--- config.mk ---
export PLATFORM = sky130hd
export DESIGN_NAME = mos_io_port
export DESIGN_NICKNAME = d
export VERILOG_FILES = /design/src/rtl/mos_io_port_pkg.sv /design/src/rtl/mos_io_port_fade_bit.sv /design/src/rtl/mos_io_port.sv
export SDC_FILE = /design/constraint.sdc
export NUM_CORES = 1
export LEC_CHECK = 0
export BUFFER_PORTS_ARGS = -buffer_cell sky130_fd_sc_hd__buf_2
export CAP_MARGIN = 20
export CELL_PAD_IN_SITES_DETAIL_PLACEMENT = 0
export CELL_PAD_IN_SITES_GLOBAL_PLACEMENT = 2
export CORE_AREA = 2 2 79 81
export CTS_BUF_LIST = sky130_fd_sc_hd__clkbuf_16
export CTS_CLUSTER_DIAMETER = 120
export DETAILED_ROUTE_END_ITERATION = 10
export DIE_AREA = 0 0 81 83
export GPL_TIMING_DRIVEN = 0
export MAX_ROUTING_LAYER = met4
export PLACE_DENSITY_LB_ADDON = 0.1
export REMOVE_ABC_BUFFERS = 1
export SKIP_CTS_REPAIR_TIMING = 1
export SYNTH_ARGS = -nofsm -noshare
export SYNTH_HDL_FRONTEND = slang
export SYNTH_SLANG_ARGS = --single-unit
--- constraint.sdc ---
create_clock -name clk -period 2.6 [get_ports clk]
set_input_delay 0.13 -clock clk [delete_from_list [all_inputs] [get_ports clk]]
set_output_delay 0.13 -clock clk [all_outputs]
set_load 0.03 [all_outputs]
--- src/rtl/mos_io_port_pkg.sv ---
// Shared constants and helpers for the mos_io_port I/O port block.
package mos_io_pkg;

    localparam logic DDR_OFS  = 1'b0;
    localparam logic DATA_OFS = 1'b1;

    localparam logic [7:0] DEF_DDR_RESET    = 8'h00;
    localparam logic [7:0] DEF_DATA_RESET   = 8'h00;
    localparam logic [7:0] DEF_FLOAT_MASK   = 8'h00;
    localparam int         DEF_DECAY_CYCLES = 1024;

    // Counter must be able to hold DECAY_CYCLES itself as its load value.
    function automatic int cnt_width(input int decay_cycles);
        if (decay_cycles < 1) begin
            return 1;
        end else begin
            return $clog2(decay_cycles + 1);
        end
    endfunction

endpackage

--- src/rtl/mos_io_port_fade_bit.sv ---
// Charge-decay model for one floating port pin: a held level plus a countdown.
// Only instantiated when MOS_IO_PORT_FADE_EN is defined.
module mos_io_fade_bit
    import mos_io_pkg::*;
#(
    parameter int DECAY_CYCLES = DEF_DECAY_CYCLES
) (
    input  logic clk,
    input  logic reset,
    input  logic ce,
    input  logic dir_load,
    input  logic dir_new,
    input  logic dir_cur,
    input  logic data_cur,
    input  logic pin_ext,
    output logic pin
);

    localparam int            CW       = cnt_width(DECAY_CYCLES);
    localparam logic [CW-1:0] CNT_LOAD = CW'(DECAY_CYCLES);
    localparam logic [CW-1:0] CNT_ONE  = CW'(1);

    logic [CW-1:0] cnt_r;
    logic          hold_r;

    // Capture the driven level on output->input, then let it decay while the pin floats.
    always_ff @(posedge clk) begin
        if (reset) begin
            cnt_r  <= '0;
            hold_r <= 1'b0;
        end else if (ce) begin
            if (dir_load && dir_cur && !dir_new) begin
                hold_r <= data_cur;
                cnt_r  <= CNT_LOAD;
            end else if (dir_load && dir_new) begin
                cnt_r <= '0;
            end else if ((cnt_r != '0) && !dir_cur) begin
                cnt_r <= cnt_r - CNT_ONE;
            end else begin
                cnt_r <= cnt_r;
            end
        end else begin
            cnt_r <= cnt_r;
        end
    end

    // Floating input reads the held charge until it has leaked away.
    always_comb begin
        pin = pin_ext;
        if (dir_cur) begin
            pin = pin_ext;
        end else if (cnt_r != '0) begin
            pin = hold_r;
        end else begin
            pin = 1'b0;
        end
    end

endmodule

--- src/rtl/mos_io_port.sv ---
// 6510-style on-chip I/O port: NUM_PORTS DDR/data pairs, read mux and bus latch.
// Define MOS_IO_PORT_FADE_EN to model charge decay on FLOAT_MASK pins.
module mos_io_port
    import mos_io_pkg::*;
#(
    parameter int          WIDTH        = 8,
    parameter int          NUM_PORTS    = 1,
    parameter logic [15:0] BASE_ADDR    = 16'h0000,
    parameter logic [7:0]  DDR_RESET    = DEF_DDR_RESET,
    parameter logic [7:0]  DATA_RESET   = DEF_DATA_RESET,
    parameter logic [7:0]  FLOAT_MASK   = DEF_FLOAT_MASK,
    parameter int          DECAY_CYCLES = DEF_DECAY_CYCLES
) (
    input  logic                       clk,
    input  logic                       reset,
    input  logic                       ce,
    input  logic [15:0]                addr,
    input  logic                       we,
    input  logic                       rdy,
    input  logic [WIDTH-1:0]           wdata,
    input  logic [WIDTH-1:0]           bus_di,
    input  logic                       bus_valid,
    output logic [WIDTH-1:0]           rdata,
    output logic                       hit,
    output logic [NUM_PORTS*WIDTH-1:0] port_out,
    output logic [NUM_PORTS*WIDTH-1:0] port_dir,
    input  logic [NUM_PORTS*WIDTH-1:0] port_in
);

    localparam logic [WIDTH-1:0] DDR_RST  = WIDTH'(DDR_RESET);
    localparam logic [WIDTH-1:0] DATA_RST = WIDTH'(DATA_RESET);
    localparam logic [16:0]      WIN_SIZE = 17'(2 * NUM_PORTS);

    if ((32'(BASE_ADDR) + 32'(2 * NUM_PORTS) - 32'd1) > 32'h0000_FFFF) begin : g_win_err
        $error("mos_io_port: port window wraps past 16'hFFFF");
    end
    if (NUM_PORTS < 1) begin : g_num_err
        $error("mos_io_port: NUM_PORTS must be at least 1");
    end
    if ((DECAY_CYCLES < 1) && (FLOAT_MASK != 8'h00)) begin : g_decay_err
        $error("mos_io_port: DECAY_CYCLES must be positive when FLOAT_MASK is set");
    end

    logic [15:0]      ofs_s;
    logic             wr_s;
    logic             rd_s;
    logic [NUM_PORTS-1:0] port_sel_s;
    logic [NUM_PORTS-1:0] ddr_wr_s;
    logic [WIDTH-1:0] ddr_r    [NUM_PORTS];
    logic [WIDTH-1:0] data_r   [NUM_PORTS];
    logic [WIDTH-1:0] rd_val_s [NUM_PORTS];
    logic [WIDTH-1:0] port_val_s;
    logic [WIDTH-1:0] rd_mux_s;
    logic [WIDTH-1:0] bus_latch_r;

    // Offset is only meaningful when addr >= BASE_ADDR; the compare below guards that.
    assign ofs_s = addr - BASE_ADDR;
    assign hit   = (addr >= BASE_ADDR) && ({1'b0, ofs_s} < WIN_SIZE);
    assign wr_s  = ce & we & rdy & hit;
    assign rd_s  = ce & ~we & rdy;

    for (genvar p = 0; p < NUM_PORTS; p++) begin : g_port
        logic [WIDTH-1:0] pin_s;

        assign port_sel_s[p] = hit && (ofs_s[15:1] == 15'(p));
        assign ddr_wr_s[p]   = wr_s & port_sel_s[p] & (ofs_s[0] == DDR_OFS);
        assign port_out[p*WIDTH +: WIDTH] = data_r[p] & ddr_r[p];
        assign port_dir[p*WIDTH +: WIDTH] = ddr_r[p];

`ifdef MOS_IO_PORT_FADE_EN
        for (genvar b = 0; b < WIDTH; b++) begin : g_bit
            if ((b < 8) && FLOAT_MASK[b % 8]) begin : g_fade
                mos_io_fade_bit #(
                    .DECAY_CYCLES(DECAY_CYCLES)
                ) u_fade (
                    .clk      (clk),
                    .reset    (reset),
                    .ce       (ce),
                    .dir_load (ddr_wr_s[p]),
                    .dir_new  (wdata[b]),
                    .dir_cur  (ddr_r[p][b]),
                    .data_cur (data_r[p][b]),
                    .pin_ext  (port_in[p*WIDTH + b]),
                    .pin      (pin_s[b])
                );
            end else begin : g_direct
                assign pin_s[b] = port_in[p*WIDTH + b];
            end
        end
`else
        assign pin_s = port_in[p*WIDTH +: WIDTH];
`endif

        assign rd_val_s[p] = (ofs_s[0] == DATA_OFS) ?
                             ((data_r[p] & ddr_r[p]) | (pin_s & ~ddr_r[p])) : ddr_r[p];
    end

    // Port register file; reset wins over a same-cycle write.
    always_ff @(posedge clk) begin
        if (reset) begin
            for (int p = 0; p < NUM_PORTS; p++) begin
                ddr_r[p]  <= DDR_RST;
                data_r[p] <= DATA_RST;
            end
        end else begin
            for (int p = 0; p < NUM_PORTS; p++) begin
                if (wr_s && port_sel_s[p] && (ofs_s[0] == DATA_OFS)) begin
                    data_r[p] <= wdata;
                end else if (wr_s && port_sel_s[p]) begin
                    ddr_r[p] <= wdata;
                end else begin
                    data_r[p] <= data_r[p];
                end
            end
        end
    end

    // Read mux: one-hot OR across ports, external bus latch when outside the window.
    always_comb begin
        port_val_s = '0;
        for (int p = 0; p < NUM_PORTS; p++) begin
            port_val_s = port_val_s | (rd_val_s[p] & {WIDTH{port_sel_s[p]}});
        end
        if (hit) begin
            rd_mux_s = port_val_s;
        end else begin
            rd_mux_s = bus_latch_r;
        end
    end

    // Bus latch and registered CPU read data.
    always_ff @(posedge clk) begin
        if (reset) begin
            bus_latch_r <= '0;
            rdata       <= '0;
        end else begin
            if (ce && bus_valid) begin
                bus_latch_r <= bus_di;
            end else begin
                bus_latch_r <= bus_latch_r;
            end
            if (rd_s) begin
                rdata <= rd_mux_s;
            end else begin
                rdata <= rdata;
            end
        end
    end

endmodule

### After elaboration in Yosys (flattened, before gate mapping)

Memories as Yosys holds them, arrays and structs flattened.
Index checks and enable logic that the tools add are counted.

* bitwise gates (word level): 11
* magnitude comparators: 2
* multiplexer cells: 21
* reduce and logical (&&, ||, !) cells: 9

Operators with widths (count)
* two-way mux 8 bit: 5
* AND 8 bit: 3
* OR reduction 8 bit: 3
* greater-or-equal comparator 16 x 1 -> 1 bit, second input constant: 1
* less-than comparator 16 x 2 -> 1 bit, second input constant: 1
* two-way mux 1 bit: 16
* logical NOT 15 bit: 1
* inverter 8 bit: 1
* OR 8 bit: 1
* AND 1 bit: 5
* logical AND 1 bit: 5
* inverter 1 bit: 1

* logic and storage cells: 47
* output and inout bits: 25
* register bits after elaboration: 16
* input port bits: 46
* memories: 2
* memory bits (writable): 16

Memory list
* data_r: words 1, width 8, read ports 1, clocked after memory_dff 0, wr ports 1, RTL line mos_io_port.sv:50 `logic [WIDTH-1:0] data_r [NUM_PORTS];`
* ddr_r: words 1, width 8, read ports 1, clocked after memory_dff 0, wr ports 1, RTL line mos_io_port.sv:49 `logic [WIDTH-1:0] ddr_r [NUM_PORTS];`

### Longest topological paths before layout

* word-level depth: 11
* mapped depth: 6
* gate-level depth less buffers: 4

### Worst setup path before layout

OpenSTA, ideal clock, no wires.

* path kind: input to register
* from: in addr[4]
* to: mem data_r[0][0], enable pin
* path buffers: 1
* library setup time: 387 ps
* arrival time: 1538 ps
* slack: 675 ps
* required time: 2213 ps
* cell stages on the path: 4
* cells stage by stage: nor3_1 -> nand4_4 -> buf_6 -> o31ai_1

* word-level cells in the longest chain between the ends: 11
* elaborated cells on any way between the ends: 19
* classes of those cells: 2 x order compare; 9 x mux; 1 x bitwise; 7 x reduce/logical

Ends and longest elaborated chain
* start, declared: RTL line mos_io_port.sv:17 `input logic [15:0] addr,`
* greater-or-equal comparator 16 x 1 -> 1 bit or less-than comparator 16 x 2 -> 1 bit (tied branches): RTL line mos_io_port.sv:58 `assign hit = (addr >= BASE_ADDR) && ({1'b0, ofs_s} < WIN_SIZE);`
* logical AND 1 bit: RTL line mos_io_port.sv:58
* AND 1 bit or logical AND 1 bit (tied branches): RTL line mos_io_port.sv:59, mos_io_port.sv:65
* logical AND 1 bit (*): RTL line mos_io_port.sv:107, mos_io_port.sv:109
* logical AND 1 bit: RTL line mos_io_port.sv:107 `if (wr_s && port_sel_s[p] && (ofs_s[0] == DATA_OFS)) begin`
* two-way mux 1 bit: RTL line mos_io_port.sv:107
* two-way mux 1 bit: RTL line mos_io_port.sv:100 `if (reset) begin`
* two-way mux 1 bit (not written as such): RTL line mos_io_port.sv:108 `data_r[p] <= wdata;`
* OR reduction 8 bit (no source line)
* two-way mux 1 bit (no source line)
* two-way mux 1 bit (no source line) (*)
* end, declared: RTL line mos_io_port.sv:50

Mark *: on every way between the ends. The rest lies on a longest branch, timed or not.

### Worst setup path after layout

* from: in addr[4]
* to: mem data_r[0][7], enable pin

The elaborated chain is that of the path after synthesis.

==> run summary <==
The tool flagged a number of max-cap violations equal to 0. Subtracting the final worst setup slack from the clock period gives 1.96 ns. Using the TritonRoute via totals, the vias-per-cell ratio works out to 4.37. Measured against its own limit, the worst slew margin works out to 51.2%.

The critical path goes through buf_2 > nor3_1 > nand4_4 > o31ai_1 > buf_4. The die boundary height came out at 83 um. The fill cell total of the finished layout is 618, and the total die area is 6720 um^2. The number of buffer and inverter stages on the critical path is 2, and the power per cell area is 634 nW/um^2.

The synthesized area per cell came out at 10.7 um^2. In the layout the commonest cells are sky130_fd_sc_hd__buf_2, sky130_fd_sc_hd__and2_1, sky130_fd_sc_hd__a21oi_1, sky130_fd_sc_hd__dfxtp_1, sky130_fd_sc_hd__edfxtp_1. For this run, the number of Yosys warnings is 0. For the worst setup path, the data arrival time is 1.95 ns. The startpoint identified for the worst register-to-register timing path is ddr_r[0][0].

The actual transition at the worst max-transition pin was 0.725 ns. The finished cells cover 2140 um^2. For the number of placed instances, taps included, the log shows 285. Across the whole layout, storage elements account for 801 um^2. The number of instances in the synthesized netlist was 144; the number of buffers inserted by port buffering was 70.

The routed wirelength normalized by instance count came out at 13.3 um. The peak fanout along the critical path came out at 13. Entering global routing, the biggest net connects 20 pins.

The tools report the maximum clock frequency as 510 MHz. The final-report max-slew violation count is 0. The first global-routing pass estimated 6100 um of wire. Buffers inserted during clock tree synthesis total 5. In this run, synthesis produced a sequential element count of 32. In this run the worst hold path is classified as in2reg. Critical path class: in2reg. Clock-pin slew was measured on the worst setup and hold paths at 0.05 ns.

The clock drives 32 sinks. The maximum number of buffers from clock root to sink was 2. The final core utilization is 36.7%. The peak ir drop on the vdd network came out at 0.307 mV.

Detailed placement ended at an HPWL of 3110 um. The tools report the count of unique library cells instantiated by Yosys as 20. The share of the Yosys chip area taken by registers is 51.8%. The run finished with clean final reports. The initial standard-cell utilization of the core is 26.6%.

The largest single stage delay on the critical path is 0.75 ns. Summed over all cells, the static leakage comes to 0.978 nW. Setup repair after global routing left no endpoint under its margin.

The most critical setup path has its startpoint at addr[4]. TritonCTS built the clock tree. The number of global-route vias before repair was 1246; the multi-input combinational cell area was 672 um^2. The region available for standard cell placement spans 5820 um^2. The tree is rooted in a sky130_fd_sc_hd__clkbuf_16. For this design the top-level I/O count stands at 71. Leaving out fill and tap cells, the most frequent cell in the layout is sky130_fd_sc_hd__buf_2.

CTS built an H-tree with a depth of 2. The logs give 0 for the sum of overflow across all layers after global routing and 293 for the number of non-filler instances in the completed layout. The tools report the nature of the critical path startpoint as an input pin. Summed over all layers, the routed wires come to 3890 um. Ranked by total cell area, the synthesized netlist is headed by sky130_fd_sc_hd__edfxtp_1, sky130_fd_sc_hd__dfxtp_1, sky130_fd_sc_hd__and2_1. Highest-delay cell along the critical path: sky130_fd_sc_hd__o31ai_1. The first-pass iteration count of the detailed router was 4; the initial antenna violation count was 0. The cell area that synthesis handed to floorplanning was 1550 um^2. Measured along the x axis, the die boundary spans 81 um. In this run the remaining antenna-violating nets after routing total 0. The count of standard-cell rows was 28; the via count was 1279.

Of the available clock period, the critical path in the final layout requires 75.4%. The endpoint kind of the worst setup timing path is a register. Of the cells placed in the final design, the portion with a size suffix greater than 1 is 39.9%. The total track usage is 12.4%, and the net total in the final layout is 263. The largest area contributor in the netlist was sky130_fd_sc_hd__edfxtp_1. Number of antenna diodes: 0. The clock reaches the later pin of the worst-skew pair after 0.27 ns. The number of setup violations in the final report was 0.

In this run the most critical hold path is launched from bus_di[3]. At the worst endpoint, the required time is 2.58 ns. Fraction of synthesized cell area taken by the top area cell type: 31.1%.

The tools report the routability congestion estimate as 0.709. The worst clock skew on the final layout is 0.00800 ns. The top cell family by delay on the critical path is compound AO/OA/AOI/OAI gates.

The area growth from synthesis to final layout was 38.1%; the number of design-rule violations left by the first detailed-router iteration was 41. The placed instance area came out at 1970 um^2. The number of hold-slack violations in the final timing report was 0; the number of design rule violations left after detail routing was 0.
[worst paths after layout]
kind / to / slack [ns] / cells past startpoint
worst max-delay path: data_r[0][7] / 0.64 / 5
worst max register to register: rdata[0] / 1.61 / 4
worst min-delay path: bus_latch_r[3] / 0.12 / 3
worst min register to register: rdata[5] / 0.46 / 1
[tightest hold or removal path, stage by stage]
cell and delay (ns):
sky130_fd_sc_hd__buf_2 0.09, sky130_fd_sc_hd__nand3_1 0.05, sky130_fd_sc_hd__a21oi_1 0.05
[kinds of logic (layout without fill, tap and decap cells)]
group	count (synthesis)	count (layout)	share of synthesized area (%)
DFF	32	32	51.8
AOI/OAI and AO/OA	34	34	13.9
and+or+nand+nor	53	53	24.4
muxes	8	8	5.18
buffers and inverters	17	91	4.77
[flip-flops by register name, indices dropped and copies added, names as in the netlist]
register,flops
ddr_r,8
bus_latch_r,8
data_r,8
rdata,8
[synthesized netlist by cell type, drive strengths merged]
cell type / number
and2: 24
a21oi: 16
dfxtp: 16
edfxtp: 16
nand2: 11
inv: 10
nand3: 9
a31oi: 8
mux2i: 8
o2bb2ai: 8
nor4: 5
buf: 3
clkbuf: 3
nor2: 2
o31ai: 2
clkinv: 1
nand4: 1
nor3: 1
[metal layers]
| metal | vias up | wire, um | share of wire, % | global-route usage, % |
|---|---|---|---|---|
| li1 | 662 | - | - | - |
| met1 | 579 | 1630 | 42 | 14.6 |
| met2 | 33 | 2000 | 51 | 20.4 |
| met3 | 5 | 222 | 5.7 | 2.93 |
| met4 | 0 | 44 | 1.1 | 4.16 |
| met5 | - | 0 | 0 | - |
[power breakdown]
group | internal [mW] | leakage [nW] | total (mW) | switching, mW
Sequential | 0.549 | 0.282 | 0.561 | 0.0121
Combinational | 0.0566 | 0.612 | 0.149 | 0.0920
Clock | 0.445 | 0.0842 | 0.645 | 0.199
Total | 1.05 | 0.978 | 1.35 | 0.303
[layout make-up]
type,count,share of cell area (%)
Sequential cell,32,37.5
Multi-Input combinational cell,95,31.5
Clock buffer,5,5.86
Inverter,11,1.93
Timing Repair Buffer,72,17.1
Tap cell,75,4.39
Clock inverter,3,1.76
[through the flow]
stage / TNS, ns / hold slack, ns / total power, mW / worst slack, ns
after CTS: 0 / 0.112 / 1.37 / 0.592
final: 0 / 0.116 / 1.35 / 0.639
after floorplan: 0 / 0.199 / 0.641 / 0.671
after global placement: -0.180 / 0.394 / 0.718 / -0.0125
after global routing: 0 / 0.127 / 1.41 / 0.519
after detailed placement: 0 / 0.389 / 0.723 / 0.313
Note: power is estimated with default switching activity, not from simulation.
